[src/rtl/rf68000_irq_router_if.sv]
`default_nettype none
// ============================================================================
//  Module      : rf68000_irq_router_if
//  Description : Signal bundle between the platform interrupt controller /
//                rf68000 cores (master) and the interrupt router (slave).
//  Revision    : 1.0 - initial release
// ============================================================================
interface rf68000_irq_router_if #(
   parameter int NCORES = 4
);
   logic [3:0]          irq_i;
   logic [7:0]          cause_i;
   logic [5:0]          core_i;
   logic [NCORES-1:0]   iack_i;
   logic [NCORES-1:0]   eoi_i;
   logic [4*NCORES-1:0] irq_o;
   logic [8*NCORES-1:0] cause_o;
   logic [NCORES-1:0]   spurious_o;
   logic [NCORES-1:0]   busy_o;

   modport master (
      output irq_i, cause_i, core_i, iack_i, eoi_i,
      input  irq_o, cause_o, spurious_o, busy_o
   );

   modport slave (
      input  irq_i, cause_i, core_i, iack_i, eoi_i,
      output irq_o, cause_o, spurious_o, busy_o
   );
endinterface
`default_nettype wire

[src/rtl/rf68000_irq_router.sv]
`default_nettype none
// ============================================================================
//  Module      : rf68000_irq_router
//  Description : Routes the encoded interrupt request of the platform
//                interrupt controller to up to eight rf68000 cores. Each core
//                owns one pending slot and a two-deep active-level stack that
//                sequences delivery, acknowledge and end-of-interrupt.
//                Optional macro RF68000_IRQ_ROUTER_RR_EN spreads broadcast
//                requests round-robin; without it broadcasts go to core 0.
//  Revision    : 1.0 - initial release
// ============================================================================
module rf68000_irq_router #(
   parameter int         NCORES   = 4,
   parameter logic [7:0] SPURIOUS = 8'd24
) (
   input  wire logic           clk_i,
   input  wire logic           rst_i,
   rf68000_irq_router_if.slave bus
);
   localparam logic [5:0] c_BCAST  = 6'h3F;
   localparam logic [5:0] c_NCORES = 6'(NCORES);

   // Registered request tuple and the last tuple a capture was attempted with
   logic [3:0]  r_in_irq;
   logic [7:0]  r_in_cause;
   logic [5:0]  r_in_core;
   logic [17:0] r_last;
   logic [17:0] w_last;

   // Per-core pending slot and active stack. The cause of an active entry is
   // already reported on cause_o at acknowledge, so only its level is kept:
   // the level alone decides masking of lower pending requests.
   logic       r_pv     [NCORES];
   logic [3:0] r_plvl   [NCORES];
   logic [7:0] r_pcause [NCORES];
   logic [3:0] r_alvl   [NCORES][2];
   logic [1:0] r_sd     [NCORES];
   logic       w_pv     [NCORES];
   logic [3:0] w_plvl   [NCORES];
   logic [7:0] w_pcause [NCORES];
   logic [3:0] w_alvl   [NCORES][2];
   logic [1:0] w_sd     [NCORES];
   logic [3:0] w_atop   [NCORES];

   logic [4*NCORES-1:0] r_irq_o,   w_irq_o;
   logic [8*NCORES-1:0] r_cause_o, w_cause_o;
   logic [NCORES-1:0]   r_spur,    w_spur;
   logic [NCORES-1:0]   w_busy;

   // Capture decision
   int         w_tgt;
   logic       w_tgt_ok;
   logic       w_tgt_pv;
   logic [3:0] w_tgt_plvl;
   logic       w_attempt;
   logic       w_write;

`ifdef RF68000_IRQ_ROUTER_RR_EN
   logic [2:0] r_rr_ptr, w_rr_ptr;
   logic       w_found;
`endif

   // Input register stage: the controller tuple is sampled before any decision
   always_ff @(posedge clk_i) begin
      if (rst_i) begin
         r_in_irq   <= 4'd0;
         r_in_cause <= 8'd0;
         r_in_core  <= 6'd0;
      end else begin
         r_in_irq   <= bus.irq_i;
         r_in_cause <= bus.cause_i;
         r_in_core  <= bus.core_i;
      end
   end

   // Next state: EOI pops first, iack then works on the reduced depth and
   // empties the slot, and a capture finally lands in the updated slot
   always_comb begin
      for (int c = 0; c < NCORES; c++) begin
         w_pv[c]      = r_pv[c];
         w_plvl[c]    = r_plvl[c];
         w_pcause[c]  = r_pcause[c];
         w_alvl[c][0] = r_alvl[c][0];
         w_alvl[c][1] = r_alvl[c][1];
         w_sd[c]      = r_sd[c];
         w_atop[c]    = 4'd0;
      end
      w_cause_o  = r_cause_o;
      w_spur     = '0;
      w_irq_o    = '0;
      w_last     = r_last;
      w_tgt      = 0;
      w_tgt_ok   = 1'b0;
      w_tgt_pv   = 1'b1;
      w_tgt_plvl = 4'd0;
      w_attempt  = 1'b0;
      w_write    = 1'b0;
`ifdef RF68000_IRQ_ROUTER_RR_EN
      w_rr_ptr   = r_rr_ptr;
      w_found    = 1'b0;
`endif

      for (int c = 0; c < NCORES; c++) begin
         if (bus.eoi_i[c] && (r_sd[c] != 2'd0)) begin
            w_sd[c] = r_sd[c] - 2'd1;
         end
         if (bus.iack_i[c]) begin
            if (r_pv[c] && (w_sd[c] != 2'd2)) begin
               if (w_sd[c] == 2'd0) begin
                  w_alvl[c][0] = r_plvl[c];
               end else begin
                  w_alvl[c][1] = r_plvl[c];
               end
               w_sd[c]              = w_sd[c] + 2'd1;
               w_pv[c]              = 1'b0;
               w_cause_o[8*c +: 8]  = r_pcause[c];
            end else begin
               w_cause_o[8*c +: 8]  = SPURIOUS;
               w_spur[c]            = 1'b1;
            end
         end
      end

      // Target selection against the post-acknowledge pending state
      if (r_in_core < c_NCORES) begin
         w_tgt    = int'(r_in_core);
         w_tgt_ok = 1'b1;
      end else if (r_in_core == c_BCAST) begin
         w_tgt_ok = 1'b1;
`ifdef RF68000_IRQ_ROUTER_RR_EN
         w_tgt = int'(r_rr_ptr);
         for (int k = 0; k < NCORES; k++) begin
            for (int c = 0; c < NCORES; c++) begin
               if (!w_found && (c == ((int'(r_rr_ptr) + k) % NCORES)) && !w_pv[c]) begin
                  w_found = 1'b1;
                  w_tgt   = c;
               end
            end
         end
`else
         w_tgt = 0;
`endif
      end

      for (int c = 0; c < NCORES; c++) begin
         if (w_tgt_ok && (c == w_tgt)) begin
            w_tgt_pv   = w_pv[c];
            w_tgt_plvl = w_plvl[c];
         end
      end

      w_attempt = (r_in_irq != 4'd0) &&
                  (({r_in_irq, r_in_cause, r_in_core} != r_last) || (w_tgt_ok && !w_tgt_pv));
      w_write   = w_attempt && w_tgt_ok && (!w_tgt_pv || (r_in_irq > w_tgt_plvl));
      if (w_attempt) begin
         w_last = {r_in_irq, r_in_cause, r_in_core};
      end

      for (int c = 0; c < NCORES; c++) begin
         if (w_write && (c == w_tgt)) begin
            w_pv[c]     = 1'b1;
            w_plvl[c]   = r_in_irq;
            w_pcause[c] = r_in_cause;
         end
      end

`ifdef RF68000_IRQ_ROUTER_RR_EN
      if (w_write && (r_in_core == c_BCAST)) begin
         w_rr_ptr = ((w_tgt + 1) == NCORES) ? 3'd0 : 3'(w_tgt + 1);
      end
`endif

      // A pending level is presented only while it outranks the active level
      for (int c = 0; c < NCORES; c++) begin
         if (w_sd[c] == 2'd1) begin
            w_atop[c] = w_alvl[c][0];
         end else if (w_sd[c] == 2'd2) begin
            w_atop[c] = w_alvl[c][1];
         end
         if (w_pv[c] && (w_plvl[c] > w_atop[c])) begin
            w_irq_o[4*c +: 4] = w_plvl[c];
         end
      end
   end

   // State and output registers
   always_ff @(posedge clk_i) begin
      if (rst_i) begin
         for (int c = 0; c < NCORES; c++) begin
            r_pv[c]      <= 1'b0;
            r_plvl[c]    <= 4'd0;
            r_pcause[c]  <= 8'd0;
            r_alvl[c][0] <= 4'd0;
            r_alvl[c][1] <= 4'd0;
            r_sd[c]      <= 2'd0;
         end
         r_last    <= '0;
         r_irq_o   <= '0;
         r_cause_o <= '0;
         r_spur    <= '0;
`ifdef RF68000_IRQ_ROUTER_RR_EN
         r_rr_ptr  <= 3'd0;
`endif
      end else begin
         for (int c = 0; c < NCORES; c++) begin
            r_pv[c]      <= w_pv[c];
            r_plvl[c]    <= w_plvl[c];
            r_pcause[c]  <= w_pcause[c];
            r_alvl[c][0] <= w_alvl[c][0];
            r_alvl[c][1] <= w_alvl[c][1];
            r_sd[c]      <= w_sd[c];
         end
         r_last    <= w_last;
         r_irq_o   <= w_irq_o;
         r_cause_o <= w_cause_o;
         r_spur    <= w_spur;
`ifdef RF68000_IRQ_ROUTER_RR_EN
         r_rr_ptr  <= w_rr_ptr;
`endif
      end
   end

   // A core is busy while it holds any acknowledged, un-ended interrupt
   always_comb begin
      w_busy = '0;
      for (int c = 0; c < NCORES; c++) begin
         w_busy[c] = (r_sd[c] != 2'd0);
      end
   end

   assign bus.irq_o      = r_irq_o;
   assign bus.cause_o    = r_cause_o;
   assign bus.spurious_o = r_spur;
   assign bus.busy_o     = w_busy;

endmodule
`default_nettype wire

[src/flat_wrapper.sv]
// flat-port wrapper written by rule: the top's interface ports become plain ports
module rf68000_irq_router_flat 
#(
   parameter int         NCORES   = 4,
   parameter logic [7:0] SPURIOUS = 8'd24
)
  (clk_i, rst_i, bus_irq_i, bus_cause_i, bus_core_i, bus_iack_i, bus_eoi_i, bus_irq_o, bus_cause_o, bus_spurious_o, bus_busy_o);
  rf68000_irq_router_if #(.NCORES(NCORES)) bus_i ();
  input  wire logic clk_i;
  input  wire logic rst_i;
  input wire logic [$bits(bus_i.irq_i)-1:0] bus_irq_i;
  input wire logic [$bits(bus_i.cause_i)-1:0] bus_cause_i;
  input wire logic [$bits(bus_i.core_i)-1:0] bus_core_i;
  input wire logic [$bits(bus_i.iack_i)-1:0] bus_iack_i;
  input wire logic [$bits(bus_i.eoi_i)-1:0] bus_eoi_i;
  output wire logic [$bits(bus_i.irq_o)-1:0] bus_irq_o;
  output wire logic [$bits(bus_i.cause_o)-1:0] bus_cause_o;
  output wire logic [$bits(bus_i.spurious_o)-1:0] bus_spurious_o;
  output wire logic [$bits(bus_i.busy_o)-1:0] bus_busy_o;
  assign bus_i.irq_i = bus_irq_i;
  assign bus_i.cause_i = bus_cause_i;
  assign bus_i.core_i = bus_core_i;
  assign bus_i.iack_i = bus_iack_i;
  assign bus_i.eoi_i = bus_eoi_i;
  assign bus_irq_o = bus_i.irq_o;
  assign bus_cause_o = bus_i.cause_o;
  assign bus_spurious_o = bus_i.spurious_o;
  assign bus_busy_o = bus_i.busy_o;
  rf68000_irq_router #(.NCORES(NCORES), .SPURIOUS(SPURIOUS)) u_core (.clk_i(clk_i), .rst_i(rst_i), .bus(bus_i));
endmodule
[config.mk]
export PLATFORM = sky130hd
export DESIGN_NAME = rf68000_irq_router_flat
export DESIGN_NICKNAME = d
export VERILOG_FILES = /design/src/rtl/rf68000_irq_router_if.sv /design/src/rtl/rf68000_irq_router.sv /design/src/flat_wrapper.sv
export SDC_FILE = /design/constraint.sdc
export NUM_CORES = 1
export LEC_CHECK = 0
export BUFFER_PORTS_ARGS = -buffer_cell sky130_fd_sc_hd__buf_2
export CAP_MARGIN = 15
export CELL_PAD_IN_SITES_DETAIL_PLACEMENT = 1
export CELL_PAD_IN_SITES_GLOBAL_PLACEMENT = 2
export CORE_ASPECT_RATIO = 0.5
export CORE_UTILIZATION = 40
export DETAILED_ROUTE_END_ITERATION = 10
export HOLD_SLACK_MARGIN = 0.08
export PLACE_DENSITY = 0.85
export SLEW_MARGIN = 20
export SYNTH_ARGS = -nofsm -noshare
export SYNTH_HDL_FRONTEND = slang
export SYNTH_SLANG_ARGS = --single-unit
[constraint.sdc]
create_clock -name clk_i -period 14 [get_ports clk_i]
set_clock_uncertainty 0.2 [all_clocks]
set_input_delay 1.4 -clock clk_i [delete_from_list [all_inputs] [get_ports clk_i]]
set_output_delay 1.4 -clock clk_i [all_outputs]
set_load 0.01 [all_outputs]
# Word-level counts from Yosys, hierarchy flattened
# Memories as Yosys holds them, arrays and structs flattened.
# Cells that the tools add are included.
# W data, S select, Z words.
# op_classes
add_sub_neg	8
n_lt_le_gt_ge	6
eq_ne	17
muxes	102
bitwise	32
reduce_logical	45
# ops
op	count
$mux W8	20
$mux W4	36
$logic_not A32 Y1	1
$mux W2	16
$mux W1	29
$logic_and A1 B1 Y1	24
$or A1 B1 Y1	24
$gt A4 B4 Y1	5
$ne A18 B18 Y1	1
$reduce_or A2 Y1	8
$eq A2 B6 Y1 const A	2
$add A2 B1 Y2 const B	4
$eq A2 B1 Y1 const B	4
$eq A2 B2 Y1 const B	4
$logic_not A2 Y1	4
$ne A2 B2 Y1 const B	4
$not A1 Y1	8
$reduce_bool A2 Y1	4
$sub A2 B1 Y2 const B	4
$eq A1 B6 Y1 const A	1
$eq A6 B6 Y1 const B	1
$lt A6 B3 Y1 const B	1
$mux W6	1
$reduce_bool A4 Y1	1
other kinds (2)	3
# totals
register_bits	88
mem_bits_rw	92
input_bits	28
out_inout_bits	56
wordCells	231
memories	5
# mem_list
memory	depth	width	rd	rd_ports_with_merged_regs	wr	line	text
u_core.r_alvl	4	8	4	0	4	rf68000_irq_router.sv:36	logic [3:0] r_alvl [NCORES][2];
u_core.r_pcause	4	8	4	0	4	rf68000_irq_router.sv:35	logic [7:0] r_pcause [NCORES];
u_core.r_plvl	4	4	4	0	4	rf68000_irq_router.sv:34	logic [3:0] r_plvl [NCORES];
u_core.r_sd	4	2	4	0	4	rf68000_irq_router.sv:37	logic [1:0] r_sd [NCORES];
u_core.r_pv	4	1	4	0	4	rf68000_irq_router.sv:33	logic r_pv [NCORES];

# Depth between registers and ports, before layout
# Gate-level depths: netlist (run 1).
# An unclocked memory read counts as a cell.
# depth
ltp_word	24
ltp_mapped	21
mapped_depth_nobuf	19

# Worst setup path after synthesis (run 1)
# No wires, ideal clock.
# synth_path
kind	input-to-reg
start	input bus_eoi_i[3]
end	register u_core.r_irq_o[10] (netlist: u_core.bus.irq_o[10])
setup_ps	72
arrival_ps	4931
t_required_ps	13728
slack_ps	8797
path_stages	17
path_buffers	1
cell_sequence	nand2b_1 -> xnor2_1 -> ha_1 -> inv_1 -> a21boi_0 -> mux2_2 -> a221oi_4 -> o21ai_2 -> buf_6 -> mux2_4 -> ha_1 -> nor2b_1 -> o21a_1 -> o21ai_0 -> a21oi_1 -> nand3_1 -> mux2i_1
# synth_lines
item	line	text
from (decl)	flat_wrapper.sv:15	input wire logic [$bits(bus_i.eoi_i)-1:0] bus_eoi_i;
to (signal assigned)	rf68000_irq_router.sv:214	r_irq_o <= w_irq_o;
to (decl)	rf68000_irq_router.sv:45	logic [4*NCORES-1:0] r_irq_o, w_irq_o;

==> impl_summary.log, run 1 <==
INFO  metric setup_tns = 0 ns
INFO  metric floorplan.die_area = 0.0218 sq mm
INFO  metric synth_area_leaders = sky130_fd_sc_hd__dfxtp_1 43%, sky130_fd_sc_hd__mux2i_1 13%, sky130_fd_sc_hd__nand2b_1 6.4%
INFO  metric fillers = 2343
INFO  metric synth_enable_flop_cells = 0
INFO  metric worst-path-max-fanout = 21
INFO  metric synthesis.area = 0.00846 sq mm
INFO  metric grt_usage = 21.5%
INFO  metric syn_nets = 959
INFO  metric place.detailed.hpwl = 15.6 mm
INFO  metric layoutNonFillerInstCount = 1249
INFO  metric yosys_most_used_dff = sky130_fd_sc_hd__dfxtp_1
INFO  metric timing.reg2reg.worst_path_depth = 19
INFO  metric final-seq-area = 0.00360 sq mm
INFO  metric timing.hold.worst.class = reg2reg
INFO  metric r2r_start = u_core.r_sd[2][0]
INFO  metric routedWlPerCell = 18.0 um
INFO  metric timing.reg2reg.setup_slack = 8.41 ns
INFO  metric worst-setup-path-type = in2reg
INFO  metric postRouteAntennaNets = 0
INFO  metric design.final.nets = 1023
INFO  metric area_growth = 14.0%
INFO  metric cp_data_arrival_time = 6.12 ns
INFO  metric number_of_cts_inserted_buffers = 17
INFO  metric number_of_antenna_violations_at_the_first_check_in_global_routing = 0
INFO  metric synth.most_common_cell = sky130_fd_sc_hd__dfxtp_1
INFO  metric drive_gt1_share = 14.4%
INFO  metric worst_setup_path_end_kind = flip-flop
INFO  metric start_util = 41.0%
INFO  metric tightest_slew = 1.02 ns
INFO  metric synth_cell_type_count = 46
INFO  metric status = finished with violations
INFO  metric postCtsSetupRepairBufs = 0
INFO  metric finalWeightedCongestion = 0.822
INFO  metric port_buffers = 83
INFO  metric cts_hold_buffers = 0
INFO  metric async_reset_ff_share = 0%
INFO  metric yosys_warnings = 0
INFO  metric p_total = 0.00130 W
INFO  metric critical_path.reg2reg.endpoint = u_core.bus.irq_o[15]
INFO  metric yosys_register_bits = 180
INFO  metric detailedRoute.firstPassIterationCount = 7
INFO  metric headroom_to_the_max_slew_limit = 31.8%
INFO  metric cts.path.max_buffers = 2
INFO  metric grt_setup_unrepaired = false
INFO  metric route.vias.total = 6557
INFO  metric capture_endpoint_of_the_worst_hold_path = u_core.bus.cause_o[3]
INFO  metric period_share = 42.5%
INFO  metric die_width = 208 um
INFO  metric cellPowerDensity = 135 mW/mm^2
INFO  metric insertion_delay = 0.44 ns
INFO  metric max_cap_violations = 0
INFO  metric mean_syn_cell_area = 9.42 sq um
INFO  metric multi_input_area = 0.00453 sq mm
INFO  metric grt_overflow_total = 0
INFO  metric final-setup-viol-count = 0
INFO  metric num_io_pins = 84
INFO  metric std_cell_rows = 37
INFO  metric peakVddDrop = 0.0719 mV
INFO  metric stdcell_area = 0.00965 sq mm
INFO  metric critical_path.startpoint_type = input port
INFO  metric min_delay_path_depth = 2
INFO  metric first_pass_grt_wire_length = 36.8 mm
INFO  metric grt_max_degree = 112
INFO  metric finalCriticalPeriod = 5.96 ns
INFO  metric hp-start = u_core.bus.cause_o[3]
INFO  metric gates_resized_cts_repair = 0
INFO  metric depth_of_the_cts_h_tree = 4
INFO  metric seq_area_frac_synth = 42.6%
INFO  metric tritoncts_clock_tree = done
INFO  metric route.detailed.vias_per_inst = 5.25
INFO  metric synthTopCellsByCount = 180 x sky130_fd_sc_hd__dfxtp_1, 108 x sky130_fd_sc_hd__mux2i_1, 87 x sky130_fd_sc_hd__nand2b_1
INFO  metric place_inst = 1217
INFO  metric first_global_vias = 6765
INFO  metric postSynthCellCount = 899
INFO  metric hold_violations = 0
INFO  metric die-height = 105 um
INFO  metric clock.fmax = 0.168 GHz
INFO  metric synth_area_leader_cell = sky130_fd_sc_hd__dfxtp_1
INFO  metric remaining_drc_errors = 3
INFO  metric p_leak = 4.31 nW
INFO  metric cts_num_sinks = 180
INFO  metric cts.clk_slew.worst_paths = 0.07 ns
INFO  metric core_area = 0.0206 sq mm
INFO  metric detail_route.iter0.violations = 349
INFO  metric synth_top_cell_area_share = 42.6%
INFO  metric routed_wl = 22.4 mm
INFO  metric maxSlewViolCount = 0
INFO  metric antenna_cells = 0
INFO  metric postLayoutCoreUtil = 46.7%
INFO  metric critical_path_required = 14.16 ns
INFO  metric failed_checks = design-rule violations
INFO  metric postPlaceCellArea = 0.00904 sq mm
INFO  metric clockRootBuffer = sky130_fd_sc_hd__clkbuf_16
## worst max-delay path, stage by stage
cell and delay, ns:
sky130_fd_sc_hd__buf_2 0.08, sky130_fd_sc_hd__nand2b_1 0.09, sky130_fd_sc_hd__xnor2_1 0.68, sky130_fd_sc_hd__ha_1 0.29
sky130_fd_sc_hd__inv_1 0.04, sky130_fd_sc_hd__a21boi_0 0.69, sky130_fd_sc_hd__mux2_2 0.36, sky130_fd_sc_hd__a221oi_4 0.13
sky130_fd_sc_hd__o21ai_2 0.17, sky130_fd_sc_hd__buf_4 0.35, sky130_fd_sc_hd__mux2_2 0.38, sky130_fd_sc_hd__ha_1 0.29
sky130_fd_sc_hd__nor2b_1 0.13, sky130_fd_sc_hd__o21a_1 0.11, sky130_fd_sc_hd__o21ai_0 0.07, sky130_fd_sc_hd__a21oi_1 0.50
sky130_fd_sc_hd__nand3_1 0.16, sky130_fd_sc_hd__mux2i_1 0.19
## power by group
part | total [W] | internal [W] | switching [W] | leakage [nW]
Sequential | 0.000541 | 0.000527 | 0.0000135 | 1.46
Clock | 0.000498 | 0.000280 | 0.000218 | 0.298
Combinational | 0.000262 | 0.000107 | 0.000155 | 2.55
Total | 0.00130 | 0.000915 | 0.000386 | 4.31
## worst max path at each step
stage | slack, ns | cells past startpoint | start | endpoint
5_1_grt | 7.53 | 18 | bus_eoi_i[2] | u_core.bus.irq_o[10]
4_1_cts | 8.03 | 18 | bus_eoi_i[2] | u_core.bus.irq_o[15]
3_5_place_dp | 7.69 | 18 | bus_eoi_i[2] | u_core.bus.irq_o[13]
3_3_place_gp | 7.96 | 18 | bus_eoi_i[2] | u_core.bus.irq_o[12]
6_report | 8.04 | 18 | bus_eoi_i[2] | u_core.bus.irq_o[15]
2_1_floorplan | 8.80 | 17 | bus_eoi_i[3] | u_core.bus.irq_o[10]
## layout by cell type, fill, tap and decap left out, types with 10 or more instances in the layout
cell	count
sky130_fd_sc_hd__nand2b_1	87
sky130_fd_sc_hd__dfxtp_1	180
sky130_fd_sc_hd__nor2b_1	46
sky130_fd_sc_hd__o221ai_1	16
sky130_fd_sc_hd__o21a_1	12
sky130_fd_sc_hd__nand2_1	44
sky130_fd_sc_hd__o211ai_1	14
sky130_fd_sc_hd__o22ai_1	16
sky130_fd_sc_hd__a21oi_1	45
sky130_fd_sc_hd__mux2i_1	108
sky130_fd_sc_hd__ha_1	32
sky130_fd_sc_hd__buf_2	82
sky130_fd_sc_hd__clkbuf_16	17
sky130_fd_sc_hd__xor2_1	16
sky130_fd_sc_hd__inv_1	28
sky130_fd_sc_hd__xnor2_1	10
sky130_fd_sc_hd__nor3_1	11
sky130_fd_sc_hd__o21ai_0	29
sky130_fd_sc_hd__nor2_1	84
sky130_fd_sc_hd__nand3_1	15
sky130_fd_sc_hd__and2_1	11
## cell type report
class | instances | area share (%)
Multi-Input combinational cell | 646 | 46.9
Sequential cell | 180 | 37.3
Clock buffer | 20 | 4.84
Timing Repair Buffer | 89 | 4.80
Tap cell | 273 | 3.54
Clock inverter | 12 | 1.44
Inverter | 29 | 1.13
## metrics by stage
stage | hold WS [ns] | worst slack [ns]
finish | 0.273 | 8.04
global route | 0.295 | 7.53
CTS | 0.279 | 8.03
detailed placement | 0.265 | 7.69
global placement | 0.266 | 7.96
floorplan | 0.252 | 8.80
## metal layers
layer	GRT usage [%]	share of wire, %
met4	5.71	1.0
met5	0	0
met2	34.7	45
met3	3.58	4.8
met1	29.8	49
## registers in the layout, indices dropped and copies added (netlist names), 6 cells and up
signal,count
u_core.r_sd,8
u_core.r_plvl,16
u_core.r_in_cause,8
u_core.r_last,18
u_core.r_alvl,32
u_core.bus.irq_o,16
u_core.r_pcause,32
u_core.bus.cause_o,32
u_core.r_in_core,6
## logic make-up after synthesis
family                   after synthesis  share of synthesized area [%]
AO/OA/AOI/OAI                        155                           12.3
XOR/XNOR                              26                           2.69
adder cells (fa/ha/maj)               32                           4.73
buffers and inverters                 73                           3.93
flip-flops                           180                           42.6
multiplexers                         120                           14.6
AND/OR/NAND/NOR                      313                           19.1
Note: power is estimated with default switching activity, not from simulation.
==> run 2: changes to the inputs <==
--- a/config.mk
+++ b/config.mk
@@ -10,10 +10,10 @@
 export CELL_PAD_IN_SITES_DETAIL_PLACEMENT = 1
 export CELL_PAD_IN_SITES_GLOBAL_PLACEMENT = 2
 export CORE_ASPECT_RATIO = 0.5
-export CORE_UTILIZATION = 40
+export CORE_UTILIZATION = 34
 export DETAILED_ROUTE_END_ITERATION = 10
 export HOLD_SLACK_MARGIN = 0.08
-export PLACE_DENSITY = 0.85
+export PLACE_DENSITY = 0.76
 export SLEW_MARGIN = 20
 export SYNTH_ARGS = -nofsm -noshare
 export SYNTH_HDL_FRONTEND = slang
==> constraint.sdc (replaced) <==
create_clock -name clk_i -period 4.96 [get_ports clk_i]
set_clock_uncertainty 0.2 [all_clocks]
set_input_delay 0.496 -clock clk_i [delete_from_list [all_inputs] [get_ports clk_i]]
set_output_delay 0.496 -clock clk_i [all_outputs]
set_load 0.01 [all_outputs]
==> impl_summary.log, run 2 (synthesized netlist as in run 1, its figures left out) <==
INFO  metric route.vias.total = 6717 (+2.4%)
INFO  metric critical_path.startpoint_type = flip-flop
INFO  metric period_share = 95.8%
INFO  metric highest_count_cells_in_the_layout_ignoring_fill_and_taps = 180 x sky130_fd_sc_hd__dfxtp_1, 108 x sky130_fd_sc_hd__mux2i_1, 87 x sky130_fd_sc_hd__nand2b_1
INFO  metric grt_usage = 19.0% (-2.6 points)
INFO  metric worst_setup_path_end_kind = flip-flop
INFO  metric r2r_start = u_core.r_in_core[5]
INFO  metric grt_overflow_total = 0 (unchanged)
INFO  metric insertion_delay = 0.46 ns (+0.02 ns)
INFO  metric cts_num_sinks = 180 (unchanged)
INFO  metric first_pass_grt_wire_length = 37.2 mm (+1.1%)
INFO  metric min_delay_path_depth = 2 (unchanged)
INFO  metric port_buffers = 83 (unchanged)
INFO  metric p_int = 0.00259 W (+180%)
INFO  metric cts.path.max_buffers = 2 (unchanged)
INFO  metric floorplan.die_area = 0.0256 sq mm (+17%)
INFO  metric most_common_cell_after_layout_fill_and_taps_aside = sky130_fd_sc_hd__dfxtp_1
INFO  metric critical_path.reg2reg.endpoint = u_core.bus.irq_o[11]
INFO  metric detail_route.iter0.violations = 375 (+7.4%)
INFO  metric routedWlPerCell = 17.3 um (-3.6%)
INFO  metric timing.reg2reg.setup_slack = 0.21 ns (-8.20 ns)
INFO  metric core_area = 0.0242 sq mm (+17%)
INFO  metric design.final.nets = 1064 (+4.0%)
INFO  metric p_switching = 0.00110 W (+190%)
INFO  metric timing.hold.worst.class = in2reg
INFO  metric max_cap_violations = 0 (unchanged)
INFO  metric depth_of_the_cts_h_tree = 4 (unchanged)
INFO  metric drive_gt1_share = 16.8% (+2.4 points)
INFO  metric crit_path_max_incr_delay = 0.57 ns (-0.12 ns)
INFO  metric finalWeightedCongestion = 0.899 (+9.5%)
INFO  metric area_growth = 19.7%
INFO  metric start_util = 34.9% (-6.1 points)
INFO  metric hp-start = bus_core_i[2]
INFO  metric number_of_cts_inserted_buffers = 17 (unchanged)
INFO  metric final-setup-viol-count = 0 (unchanged)
INFO  metric multi_input_area = 0.00456 sq mm (+0.80%)
INFO  metric maxSlewViolCount = 0 (unchanged)
INFO  metric routed_wl = 23.4 mm (+4.5%)
INFO  metric worst-path-max-fanout = 8 (-62%)
INFO  metric clock.fmax = 0.210 GHz
INFO  metric peakVddDrop = 0.229 mV (+220%)
INFO  metric die_width = 225 um (+8.4%)
INFO  metric slowest_stage = sky130_fd_sc_hd__or4_4
INFO  metric power.clock.fraction = 37.0% (-1.3 points)
INFO  metric fillers = 2805 (+20%)
INFO  metric headroom_to_the_max_slew_limit = 46.4% (+15 points)
INFO  metric final-seq-area = 0.00360 sq mm (unchanged)
INFO  metric power.share.combinational = 21.9% (+1.8 points)
INFO  metric most_used_cell_cp = sky130_fd_sc_hd__o21ai_0
INFO  metric grt_max_degree = 79 (-29%)
INFO  metric std_cell_rows = 40 (+8.1%)
INFO  metric layoutNonFillerInstCount = 1353 (+8.3%)
INFO  metric antenna_cells = 0 (unchanged)
INFO  metric status = finished, final reports clean
INFO  metric place.detailed.hpwl = 16.7 mm (+7.0%)
INFO  metric tritoncts_clock_tree = done
INFO  metric route.detailed.vias_per_inst = 4.96 (-5.4%)
INFO  metric sequentialPowerShare = 41.1% (-0.5 points)
INFO  metric postLayoutCoreUtil = 41.8% (-4.9 points)
INFO  metric setup_tns = 0 ns (unchanged)
INFO  metric capture_endpoint_of_the_worst_hold_path = u_core.r_in_core[2]
INFO  metric timing.reg2reg.worst_path_depth = 20 (+1)
INFO  metric hold_violations = 0 (unchanged)
INFO  metric worstPathBufferInverterCount = 1 (-2)
INFO  metric cp_data_arrival_time = 4.89 ns (-1.23 ns)
INFO  metric clockRootBuffer = sky130_fd_sc_hd__clkbuf_16
INFO  metric p_leak = 4.49 nW (+4.3%)
INFO  metric place_inst = 1295 (+6.4%)
INFO  metric worst-setup-path-type = reg2reg
INFO  metric finalCriticalPeriod = 4.75 ns
INFO  metric cts.clk_slew.worst_paths = 0.07 ns (about the same)
INFO  metric first_global_vias = 6891 (+1.9%)
INFO  metric p_sw_share = 29.8% (+0.10 points)
INFO  metric remaining_drc_errors = 0 (-3)
INFO  metric die-height = 114 um (+8.3%)
INFO  metric critical_path_required = 5.10 ns (-9.06 ns)
INFO  metric detailedRoute.firstPassIterationCount = 4 (-3)
INFO  metric cellPowerDensity = 365 mW/mm^2 (+170%)
INFO  metric tightest_slew = 0.803 ns (-0.220 ns)
INFO  metric num_io_pins = 84 (unchanged)
INFO  metric number_of_antenna_violations_at_the_first_check_in_global_routing = 0 (unchanged)
INFO  metric critical_path.cell_chain = or4_4 -> o32ai_4 -> nand2_1 -> o21ai_0 -> o21ai_0 -> ha_1 -> nor2b_1 -> o211ai_1 -> a211oi_2 -> o21a_2 -> o21ai_4 -> mux2_4 -> ha_1 -> nor2b_1 -> o21a_1 -> o21ai_0 -> a21oi_2 -> buf_4 -> nand3_1 -> mux2i_1
INFO  metric postRouteAntennaNets = 0 (unchanged)
INFO  metric crit_family = compound AO/OA/AOI/OAI gates
[run 2: layer usage]
metal  share of wire, %  vias to the layer above  wire length [um]  track usage [%]
met4               0.88                        0               207             6.76
met1                 50                     3290             11700             26.0
met2                 46                      100             10700             29.9
li1                   -                     3313                 -                -
met5                  0                        -                 0                0
met3                3.6                       14               836             3.48
[run 2: cell type report]
| cell class | instances | area share (%) |
|---|---|---|
| sequential | 180 | 35.6 |
| inverter | 29 | 1.07 |
| clock inverter | 14 | 1.49 |
| multi-input combinational | 646 | 45.0 |
| tap | 336 | 4.15 |
| timing repair buffer | 130 | 8.35 |
| clock buffer | 18 | 4.33 |
[run 2: worst max-delay path by stage]
stage	from	to	slack [ns]	cells after the start
floorplan	u_core.r_in_core[2]	u_core.bus.irq_o[10]	0.38	20
global placement	u_core.r_in_core[2]	u_core.bus.irq_o[9]	0.12	18
detailed placement	u_core.r_in_core[2]	u_core.bus.irq_o[11]	-0.14	18
CTS	u_core.r_in_core[2]	u_core.bus.irq_o[12]	0.11	20
global route	u_core.r_in_core[5]	u_core.bus.irq_o[12]	-0.001	20
finish	u_core.r_in_core[5]	u_core.bus.irq_o[11]	0.21	20
[run 2: through the flow]
step	cell area, sq um	setup WS (ns)	power (W)	hold WS, ns
after detailed placement	9240	-0.137	0.00232	0.267
after CTS	10000	0.110	0.00372	0.0839
final	10100	0.208	0.00369	0.0862
after global routing	10100	-0.00140	0.00391	0.0964
after global placement	9240	0.122	0.00229	0.264
after floorplan	8460	0.376	0.00210	0.252
[run 2: power groups by stage]
stage / Clock, W / Sequential, W / Combinational, W
final: 0.00137 / 0.00152 / 0.000808
after global routing: 0.00148 / 0.00152 / 0.000907
after CTS: 0.00141 / 0.00152 / 0.000792
after detailed placement: 0 / 0.00155 / 0.000767
after global placement: 0 / 0.00155 / 0.000738
after floorplan: 0 / 0.00155 / 0.000554
[run 2: repair_timing]
item	4_1_cts	5_1_grt
hold buffers	15	0
hold endpoints to repair	15	0
pin swaps	0	6
cloned	0	1
resized for setup	5	8
buffers inserted	0	10
setup endpoints to repair	8	16
